File: config.mk
export PLATFORM = sky130hd
export DESIGN_NAME = instruction_fetch
export DESIGN_NICKNAME = d
export VERILOG_FILES = /design/src/rtl/instruction_fetch.sv
export SDC_FILE = /design/constraint.sdc
export NUM_CORES = 1
export LEC_CHECK = 0
export CAP_MARGIN = 20
export CORE_ASPECT_RATIO = 1.5
export CORE_MARGIN = 5
export CORE_UTILIZATION = 30
export DETAILED_ROUTE_END_ITERATION = 8
export GPL_TIMING_DRIVEN = 1
export PLACE_DENSITY = 0.58
export RECOVER_POWER = 50
export REMOVE_ABC_BUFFERS = 1
export SYNTH_ARGS = -nofsm -noshare
export SYNTH_HDL_FRONTEND = slang
export SYNTH_SLANG_ARGS = --single-unit
export TNS_END_PERCENT = 20
File: constraint.sdc
create_clock -name clock -period 3.85 [get_ports clock]
set_input_delay 0.5775 -clock clock [delete_from_list [all_inputs] [get_ports clock]]
set_output_delay 0.5775 -clock clock [all_outputs]
set_load 0.05 [all_outputs]
File: src/rtl/instruction_fetch.sv
// Fetch stage: owns the PC, selects BIOS or user word, registers it for decode.
// Define FETCH_BOUNDS_CHECK_EN to halt on out-of-range BIOS fetches (adds bounds_fault).
module instruction_fetch #(
  parameter int unsigned ADDR_W      = 12,
  parameter int unsigned DATA_W      = 32,
  parameter int unsigned BIOS_WORDS  = 186,
  parameter int unsigned HALT_OPCODE = 11
) (
  input  logic              clock,
  input  logic              reset,
  input  logic              stall,
  input  logic              branch_taken,
  input  logic [ADDR_W-1:0] branch_target,
  input  logic              boot_done,
  output logic [ADDR_W-1:0] address,
  input  logic [DATA_W-1:0] bios_instruction,
  input  logic [DATA_W-1:0] user_instruction,
  output logic [DATA_W-1:0] instr_out,
  output logic [ADDR_W-1:0] pc_out,
  output logic              instr_valid,
  output logic              halted,
  output logic              src_user
`ifdef FETCH_BOUNDS_CHECK_EN
  ,
  output logic              bounds_fault
`endif
);

  localparam logic [1:0] S_INIT   = 2'd0;
  localparam logic [1:0] S_FETCH  = 2'd1;
  localparam logic [1:0] S_HALTED = 2'd2;

  logic [1:0]        state;
  logic [ADDR_W-1:0] pc;
  logic [DATA_W-1:0] sel_word;
  logic              is_halt;

  assign address  = pc;
  assign sel_word = src_user ? user_instruction : bios_instruction;
  assign is_halt  = (sel_word[DATA_W-1 -: 6] == 6'(HALT_OPCODE));

`ifdef FETCH_BOUNDS_CHECK_EN
  logic bios_oob;
  assign bios_oob = !src_user && (32'(pc) >= 32'(BIOS_WORDS));
`endif

  always_ff @(posedge clock) begin
    if (reset) begin
      state       <= S_INIT;
      pc          <= '0;
      src_user    <= 1'b0;
      instr_out   <= '0;
      pc_out      <= '0;
      instr_valid <= 1'b0;
      halted      <= 1'b0;
`ifdef FETCH_BOUNDS_CHECK_EN
      bounds_fault <= 1'b0;
`endif
    end else begin
      case (state)
        S_INIT: state <= S_FETCH;
        S_FETCH: begin
          if (branch_taken) begin
            pc          <= branch_target;
            instr_valid <= 1'b0;
          end else if (boot_done && !src_user) begin
            // The BIOS word at the current pc is dropped; user fetch restarts at 0.
            src_user    <= 1'b1;
            pc          <= '0;
            instr_valid <= 1'b0;
          end else if (!stall) begin
`ifdef FETCH_BOUNDS_CHECK_EN
            if (bios_oob) begin
              instr_valid  <= 1'b0;
              state        <= S_HALTED;
              halted       <= 1'b1;
              bounds_fault <= 1'b1;
            end else
`endif
            begin
              instr_out   <= sel_word;
              pc_out      <= pc;
              instr_valid <= 1'b1;
              // The halt word itself is issued; pc stays on it.
              if (is_halt) begin
                state  <= S_HALTED;
                halted <= 1'b1;
              end else begin
                pc <= pc + 1'b1;
              end
            end
          end
        end
        S_HALTED: instr_valid <= 1'b0;
        default:  state <= S_INIT;
      endcase
    end
  end

endmodule
======== Word level (Yosys, flattened, before mapping) ========
Cells that the tools add are included.
cells by class
  muxes and demuxes ....................... 14
  eq/ne operators ......................... 10
  bitwise gates (word level) .............. 4
  add/subtract/negate cells ............... 1
  reductions and logical operators ........ 10
operator list
  cell                     count
  $mux W12                 4
  $mux W32                 1
  $add A12 B1 Y12 const B  1
  $reduce_and A5 Y1        2
  $mux W2                  4
  $ne A2 B2 Y1 const B     4
  $eq A6 B4 Y1 const B     1
  $pmux W2 S3              1
  $reduce_and A3 Y1        2
  $ne A4 B4 Y1 const B     1
  $not A1 Y1               4
  $reduce_and A4 Y1        1
  $mux W1                  3
  $ne A3 B1 Y1 const B     1
  $ne A3 B2 Y1 const B     1
  $eq A2 B1 Y1 const B     1
  $eq A2 B2 Y1 const B     1
  $logic_not A2 Y1         1
  $pmux W1 S2              1
  $reduce_and A2 Y1        1
  $reduce_bool A2 Y1       1
  $logic_and A1 B1 Y1      1
  $logic_not A1 Y1         1
storage, ports and cells
  bits in registers ....................... 61
  output and inout bits ................... 59
  input bits .............................. 81

======== Longest topological paths before layout ========
Gate-level depths: netlist (run 1).
  depth after elaboration ................. 7
  depth in mapped cells ................... 7
  depth with buffers taken out ............ 6

======== Worst setup path before layout (run 1) ========
OpenSTA, ideal clock, no wires.
  kind .................................... reg2reg
  start ................................... reg pc[0] (netlist: address[0])
  end ..................................... reg pc[10] (netlist: address[10])
  cell stages (with the launch flop) ...... 7
  clock period less this slack ............ 1.955 ns
  path buffers ............................ 0
  slack ................................... 1.895 ns
  data required time ...................... 3.716 ns
  arrival ................................. 1.821 ns
  path through ............................ dfxtp_1 > ha_1 > nand3_1 > nor4_1 > xnor2_1 > a221oi_1 > a211oi_1
on the way
  longest elaborated chain between the ends .. 5
RTL lines
  element                 line  RTL
  from (decl)             34    logic [ADDR_W-1:0] pc;
  from (signal assigned)  64    pc <= branch_target;
  from (signal assigned)  89    pc <= pc + 1'b1;
  $add A12 B1 Y12         89
  $mux W12                85    if (is_halt) begin
  $mux W12                71    end else if (!stall) begin
  $mux W12                66    end else if (boot_done && !src_user) begin
  $mux W12                63    if (branch_taken) begin
No other way between the ends. The select of a mux whose other input is x is not followed.
A chain may end at the register's enable or synchronous reset.

======== Worst setup path after layout (run 1) ========
  start ................................... in branch_taken
  end ..................................... reg pc[7] (netlist: address[7])
on the way
  longest elaborated chain between the ends .. 2
RTL lines
  element                                                 line  RTL
  from (decl)                                             12    input logic branch_taken,
  $ne A3 B2 Y1 (no line) or $ne A3 B1 Y1 (tied branches)  -
  $reduce_and A3 Y1 (no line)                             -
Parallel ways exist; a longest one is shown, timed or not.

==> results of run 1 <==
-- cells in the mapped netlist, types with 2 or more instances --
library cell and n:
a211oi_1 33, nor3_1 4, clkbuf_1 8, a31oi_1 4, nand4_1 2, o211ai_1 4, buf_6 2, nand3_1 6
buf_2 8, o31ai_1 4, or2_1 3, mux2i_1 33, a21oi_1 21, nand2b_1 4, nor2_1 43, or3_1 2
ha_1 4, o311ai_1 2, dfxtp_1 61, nor4_1 2, nand2_1 43, a221oi_1 4, inv_1 7, buf_4 4
-- routing by layer --
| metal | wire length [µm] | part of all wire [%] | vias to the layer above | global-route usage (%) |
|---|---|---|---|---|
| li1 | - | - | 1463 | - |
| met1 | 3410 | 39 | 1303 | 15.8 |
| met2 | 4400 | 50 | 111 | 26.0 |
| met3 | 822 | 9.4 | 10 | 5.84 |
| met4 | 110 | 1.3 | 0 | 5.00 |
| met5 | 0 | 0 | - | 0 |
-- how the worst min path moves through the flow --
| stage | start | end | slack, ns | cells after the start |
|---|---|---|---|---|
| after floorplan | state[0]$_SDFFE_PP0P_ | state[0]$_SDFFE_PP0P_ | 0.47 | 2 |
| after global placement | pc_out[8]$_SDFFE_PP0P_ | pc_out[8]$_SDFFE_PP0P_ | 0.44 | 2 |
| after detailed placement | pc_out[6]$_SDFFE_PP0P_ | pc_out[6]$_SDFFE_PP0P_ | 0.45 | 2 |
| after CTS | pc_out[6]$_SDFFE_PP0P_ | pc_out[6]$_SDFFE_PP0P_ | 0.45 | 2 |
| after global routing | pc_out[6]$_SDFFE_PP0P_ | pc_out[6]$_SDFFE_PP0P_ | 0.47 | 2 |
| final | pc_out[6]$_SDFFE_PP0P_ | pc_out[6]$_SDFFE_PP0P_ | 0.45 | 2 |
-- registers in the layout, indices dropped and copies added, names as in the netlist --
name	flops
instr_valid	1
src_user	1
pc_out	12
instr_out	32
state	2
address	12
halted	1
-- tightest hold or removal path, cell delays in order, from the launching register on --
cell and delay (ns):
dfxtp_1 0.30, nand2_1 0.05, a21oi_1 0.05
-- cell type report --
type	count	area [µm²]
tap	115	144
sequential	61	1220
clock inverter	2	10.0
fill	983	4980
clock buffer	12	256
timing repair buffer	143	1420
inverter	7	26.3
multi-input combinational	240	1520
-- where the power goes --
group          leakage [nW]  internal (mW)  total, mW  switching (mW)
logic                  1.07          0.202      0.496           0.294
clock network         0.134          0.460      0.720           0.260
registers             0.495          0.674      0.712          0.0382
-- cells by family after synthesis --
logic type      Yosys count  share of synthesized area (%)
buf+inv                  30                           5.25
xor+xnor                  2                          0.602
fa+ha+maj                 4                           1.72
compound gates           81                           20.2
mux                      33                           11.4
flops                    61                           42.0
simple gates            120                           18.9
==> impl_metrics.toml, run 1 <==
[grt]
grt_pass1_vias = 2743
track_usage_pct = 14.6
antenna_found_initial = 0
grt_overflow = 0
grt_max_degree = 56
grt_first_pass_wirelength_mm = 13.8

[power]
p_leak_nw = 1.70
power_mw = 1.93
p_per_area_nw_per_um2 = 420
irDropWorstVdd_uv = 226

[clock_tree]
cts_tree = "done"
clkTransAtPathRegs_ns = 0.05
cts_hold_buf = 0
cts_setup_buffers = 0
htree_num_levels = 3
clk_path_buf_depth = 2
cts-root-buf = "clkbuf_16"
ctsResizeCount = 0
cts.sinks = 61
numCtsBuffers = 9
clk_latency_ns = 0.33

[timing]
drv_slew = 0
layout_setup_ws_ns = 0.878
tns_ns = 0
fin_skew_ns = 0.00752
fmax_mhz = 336
finalSetupViolCount = 0
rsz0062_at_grt = "no"
tightestPinTransition_ns = 1.33
hold_ws_ns = 0.451
relSlewSlack_pct = 10.4
hold_violations = 0
period_needed_ns = 2.97
fin_crit_sh_pct = 77.2

[placed_design]
port_buffers = 139
place_ws_ns = 1.01
place_area_um2 = 4350
dp_hpwl_mm = 6.64
gp_congestion = 0.781
post-place-cells = 566

[synthesis]
yosysTopAreaCell = "dfxtp_1"
seq_area_frac_synth_pct = 42.0
yosys_warnings = 0
syn_area_um2 = 2910
synth.area.top_cells = "dfxtp_1, mux2i_1, a211oi_1, nand2_1, nor2_1"
synth_top_area_share_pct = 42.0
synth-main-ff-cell = "dfxtp_1"
synth_enable_flop_cells = 0
syn_avg_cell_area_um2 = 8.79
synthCells = 331
async_reset_ff_share_pct = 0
yosys_register_bits = 61
yosysUniqueCellTypes = 47

[layout]
layout-drive-gt1-share_pct = 5.81
final_util_pct = 48.0
area_growth_syn_to_layout_pct = 57.9
layout.cells.non_filler = 580
final_cell_area_um2 = 4590
layout_commonest_cell = "clkdlybuf4s50_1"
nets = 547
final_cell_mix = "clkdlybuf4s50_1, dfxtp_1, dlygate4sd3_1, nor2_1, nand2_1"
antenna_cells = 0

[routing]
first_pass_iters = 4
drc = 0
wl_per_cell_um = 15.1
vias_per_cell = 4.98
dr_total_vias = 2887
wirelength_mm = 8.75
ant_nets = 0
drt_iter0_drc = 89

[setup_path]
timing.rr.end = "address[7]$_SDFFE_PP0P_"
crit_start = "branch_taken"
cp_slowest_stage_delay_ns = 0.90
crit_end = "address[7]$_SDFFE_PP0P_"
cp-end-kind = "register"
reg2regPathDepth = 5
crit_cells = 5
timing.rr.start = "src_user$_SDFFE_PP0P_"
slowest_stage = "o21ai_0"
path_class = "in -> reg"
ff2ff_setup_slack_ns = 1.29
critical_path.max_fanout = 17
start_kind = "primary input"
cp.arrival_ns = 3.14
path_cells = "dlygate4sd3_1 -> o21ai_0 -> o31ai_1 -> a21oi_1 -> nor3_1"
path_delay_family = "compound AO/OA/AOI/OAI gates"
required_ns = 4.02
cp_num_buf_inv = 1

[floorplan]
top_level_ports = 140
die_area_um2 = 11800
die_w_um = 90.4
start_util_pct = 30.4
die_h_um = 131
rows = 44
coreArea_um2 = 9580

[run]
drv_cap = 0

[min_path]
hold_class = "reg -> reg"

[outcome]
status = "finished clean"
(Power assumes the default switching activity.)
==> run 2: changes to the inputs <==
clock period = 2.9 ns   (was 3.85 ns; I/O delays follow)
==> impl_metrics.toml, run 2 (synthesis gave the netlist of run 1 again) <==
[setup_path]
ff2ff_setup_slack_ns = 0.74
cp-end-kind = "register"
timing.rr.start = "src_user$_SDFFE_PP0P_"
start_kind = "primary input"
timing.rr.end = "address[7]$_SDFFE_PP0P_"
path_class = "in -> reg"
required_ns = 3.08
crit_start = "branch_taken"
critical_path.max_fanout = 16
cp.arrival_ns = 2.54
reg2regPathDepth = 5

[layout]
nets = 549
top_register = "instr_out"
layout-drive-gt1-share_pct = 6.82
final_cell_area_um2 = 4700
final_cell_mix = "clkdlybuf4s50_1, dfxtp_1, dlygate4sd3_1, nor2_1, nand2_1"
area_growth_syn_to_layout_pct = 61.4
antenna_cells = 0
largest_register_ff_count = 32
layout_commonest_cell = "clkdlybuf4s50_1"

[clock_tree]
cts.sinks = 61
clkTransAtPathRegs_ns = 0.05
cts_hold_buf = 0
cts_setup_buffers = 0
numCtsBuffers = 9
htree_num_levels = 3
clk_latency_ns = 0.33
ctsResizeCount = 0
clk_path_buf_depth = 2
cts_tree = "done"
cts-root-buf = "clkbuf_16"

[routing]
wl_per_cell_um = 15.4
dr_total_vias = 2899
vias_per_cell = 4.96
ant_nets = 0
wirelength_mm = 8.97
first_pass_iters = 4
drc = 0
drt_iter0_drc = 61

[power]
irDropWorstVdd_uv = 356
p_per_area_nw_per_um2 = 580
p_leak_nw = 1.71

[min_path]
hp-start = "pc_out[7]$_SDFFE_PP0P_"
hold_class = "reg -> reg"
holdPathStages = 2
min_to = "pc_out[7]$_SDFFE_PP0P_"

[grt]
track_usage_pct = 15.1
antenna_found_initial = 0
grt_first_pass_wirelength_mm = 14.1
grt_overflow = 0
grt_max_degree = 37
grt_pass1_vias = 2851

[floorplan]
start_util_pct = 30.4
top_level_ports = 140
rows = 44
coreArea_um2 = 9580
die_h_um = 131
die_area_um2 = 11800
die_w_um = 90.4

[timing]
relSlewSlack_pct = 42.3
fin_crit_sh_pct = 81.2
hold_ws_ns = 0.453
fin_skew_ns = 0.00578
drv_slew = 0
finalSetupViolCount = 0
period_needed_ns = 2.36
rsz0062_at_grt = "no"
hold_violations = 0
tightestPinTransition_ns = 0.861
fmax_mhz = 425

[placed_design]
gp_congestion = 0.786
dp_hpwl_mm = 6.86
port_buffers = 139
place_area_um2 = 4400

[outcome]
status = "finished clean"

[run]
drv_cap = 0
==> run 2: where the power goes <==
group	leakage, nW	internal (mW)	total, mW	switching [mW]
sequential	0.495	0.894	0.946	0.0521
combinational	1.06	0.282	0.678	0.396
clock	0.152	0.733	1.10	0.367
==> run 2: cell type report <==
cell class / count / area [µm²]
well taps: 115 / 144
multi-input cells: 240 / 1530
clock buffers: 13 / 270
flip-flops and latches: 61 / 1220
repair buffers: 145 / 1470
clock inverters: 3 / 42.5
inverters: 7 / 26.3
fillers: 960 / 4880
==> run 2: worst max-delay path by stage <==
stage / to / slack, ns / depth (start not counted)
4_1_cts: address[0] / 0.78 / 1
3_3_place_gp: instr_out[18]$_SDFFE_PP0P_ / 0.49 / 7
3_5_place_dp: instr_out[11]$_SDFFE_PP0P_ / 0.46 / 7
6_report: pc_out[4]$_SDFFE_PP0P_ / 0.54 / 6
5_1_grt: pc_out[4]$_SDFFE_PP0P_ / 0.35 / 6
2_1_floorplan: instr_out[0]$_SDFFE_PP0P_ / -0.68 / 5
==> run 2: worst max-delay path: stages <==
cell and delay, ns:
dlygate4sd3_1 0.55, clkbuf_1 0.34, nor2_1 0.55, nand2_1 0.40
nand2_1 0.17, a21oi_1 0.08
==> run 2: metrics by stage <==
stage	power [mW]	setup TNS (ns)	cells	utilization [%]	worst slack (ns)
after CTS	2.78	0	584	49.2	0.776
after global routing	2.85	0	584	49.0	0.353
after floorplan	1.36	-29.93	308	-	-0.679
after global placement	1.66	0	568	45.9	0.488
after detailed placement	1.67	0	568	45.9	0.461
final	2.72	0	584	49.0	0.545
==> run 2: metal layers <==
layer | wire length (µm) | global-route usage [%]
met1 | 3450 | 16.2
met2 | 4500 | 25.9
met3 | 824 | 6.24
met4 | 192 | 7.01
met5 | 0 | 0
==> patch, RTL diff (flow settings as in run 2) <==
The parameter `ADDR_W` goes from 12 to 11.
--- a/src/rtl/instruction_fetch.sv
+++ b/src/rtl/instruction_fetch.sv
@@ -1,7 +1,7 @@
 // Fetch stage: owns the PC, selects BIOS or user word, registers it for decode.
 // Define FETCH_BOUNDS_CHECK_EN to halt on out-of-range BIOS fetches (adds bounds_fault).
 module instruction_fetch #(
-  parameter int unsigned ADDR_W      = 12,
+  parameter int unsigned ADDR_W      = 11,
   parameter int unsigned DATA_W      = 32,
   parameter int unsigned BIOS_WORDS  = 186,
   parameter int unsigned HALT_OPCODE = 11
Interface: changed (resized address, branch_target and pc_out); port bits go from 140 to 137. The function was not compared with the original's and may differ.
==> patch against run 2 <==
Fmax decreased by 0.92%; first-iteration DRC count decreased by 26%; clock skew decreased by 2.0 ps; cell count decreased by 3.6%; via count decreased by 4.5%; worst hold slack got worse by 3.2 ps; worst setup slack got worse by 22 ps; global-route usage about the same; design area decreased by 3.4%; critical path depth increased by 1; area after synthesis decreased by 3.4%; routed wire length decreased by 6.0%; power decreased by 16%; sequential cell count decreased by 2.
==> patch: results (changes against run 2) <==
- Outcome: finished clean
- Hpwl dp: 6500 um (-5.2%)
- Slowest CP cell: clkbuf_1
- DR WL/cell: 15.0 um (-2.5%)
- Static leakage: 1.60 nW (-6.5%)
- Register area share after synthesis: 42.0% (+0.051 points)
- Global-route usage over all layers: 15.1% (about the same)
- Slew HR: 40.5% (-1.8 points)
- Inst Count DP: 547 (-3.7%)
- Mux contribution to synthesized area: 11.7% (+0.40 points)
- Fraction of layout cells with a size suffix above 1: 7.10% (+0.27 points)
- Iteration-0 DRC Markers: 45 (-26%)
- Largest net degree at the start of global routing: 57 (+54%)
- Fin crit period: 2380 ps (+22.0 ps)
- Place WS: 393 ps (-68.6 ps)
- Placer congestion estimate: 0.766 (-2.5%)
- Clock skew: 3.82 ps (-1.95 ps)
- NumNets Final: 530 (-3.5%)
- Reg2Reg Setup Slack: 680 ps (-60 ps)
- Cell variety after synth: 46 (-2.1%)
- First-pass GRT wire length: 13500 um (-4.1%)
- Reg-to-reg endpoint: instr_out[26]$_SDFFE_PP0P_
- PortBufs: 136 (-2.2%)
- R2R depth: 6 (+1)
- Post-Synth Adder-Cell Area: 1.78% (+0.060 points)
- Maximum VDD drop: 305 uV (-14%)
- CP delay by family, top: buffers and inverters
- Hold WS: 449 ps (-3.24 ps)
- Largest fanout on the critical path: 20 (+4)
- Mapped Cells: 316 (-4.5%)
- CP peak stage delay: 700 ps (+150 ps)
- Top post-synthesis cells by area: dfxtp_1 (42%), mux2i_1 (12%), a211oi_1 (8.8%), nor2_1 (5.9%), nand2_1 (4.4%)
[patch: power by group]
| part | total (mW) | switching, mW | leakage (nW) | internal [mW] |
|---|---|---|---|---|
| clock network | 0.957 | 0.336 | 0.137 | 0.621 |
| registers | 0.874 | 0.0292 | 0.479 | 0.845 |
| logic | 0.469 | 0.254 | 0.982 | 0.214 |
[patch: final cells by class]
cell class / instances / area (sq um)
fill: 892 / 4660
multi-input combinational: 224 / 1490
timing repair buffer: 143 / 1420
sequential: 59 / 1180
clock buffer: 14 / 264
tap: 112 / 140
inverter: 9 / 33.8
clock inverter: 2 / 10.0
[patch: routing by layer]
layer  global-route usage (%)  vias to the layer above  part of all wire (%)
met3                     3.65                       10                   7.2
met1                     16.1                     1252                    36
met5                        0                        -                     0
li1                         -                     1418                     -
met4                     7.27                        0                   2.2
met2                     27.1                       89                    55
[patch: how the worst max path moves through the flow]
stage	from	end	cells past startpoint
2_1_floorplan	src_user$_SDFFE_PP0P_	instr_out[0]$_SDFFE_PP0P_	4
3_3_place_gp	user_instruction[28]	address[6]$_SDFFE_PP0P_	6
3_5_place_dp	user_instruction[28]	address[6]$_SDFFE_PP0P_	6
5_1_grt	boot_done	instr_out[31]$_SDFFE_PP0P_	7
6_report	boot_done	instr_out[26]$_SDFFE_PP0P_	7
4_1_cts	state[1]$_SDFFE_PP0P_	address[6]$_SDFFE_PP0P_	7
[patch: through the flow]
stage                     instance area, sq um  TNS [ps]  power (mW)
final                                     4540         0        2.30
after global routing                      4540         0        2.41
after CTS                                 4540         0        2.34
after detailed placement                  4270         0        1.37
after global placement                    4270         0        1.36
after floorplan                           2700    -81710        1.14
[patch: tightest hold or removal path: cells and delay by family (launching register included)]
kind / cells / cell delay [ps]
AND/OR/NAND/NOR: 1 / 50
AO/OA/AOI/OAI: 1 / 50
flip-flops: 1 / 300
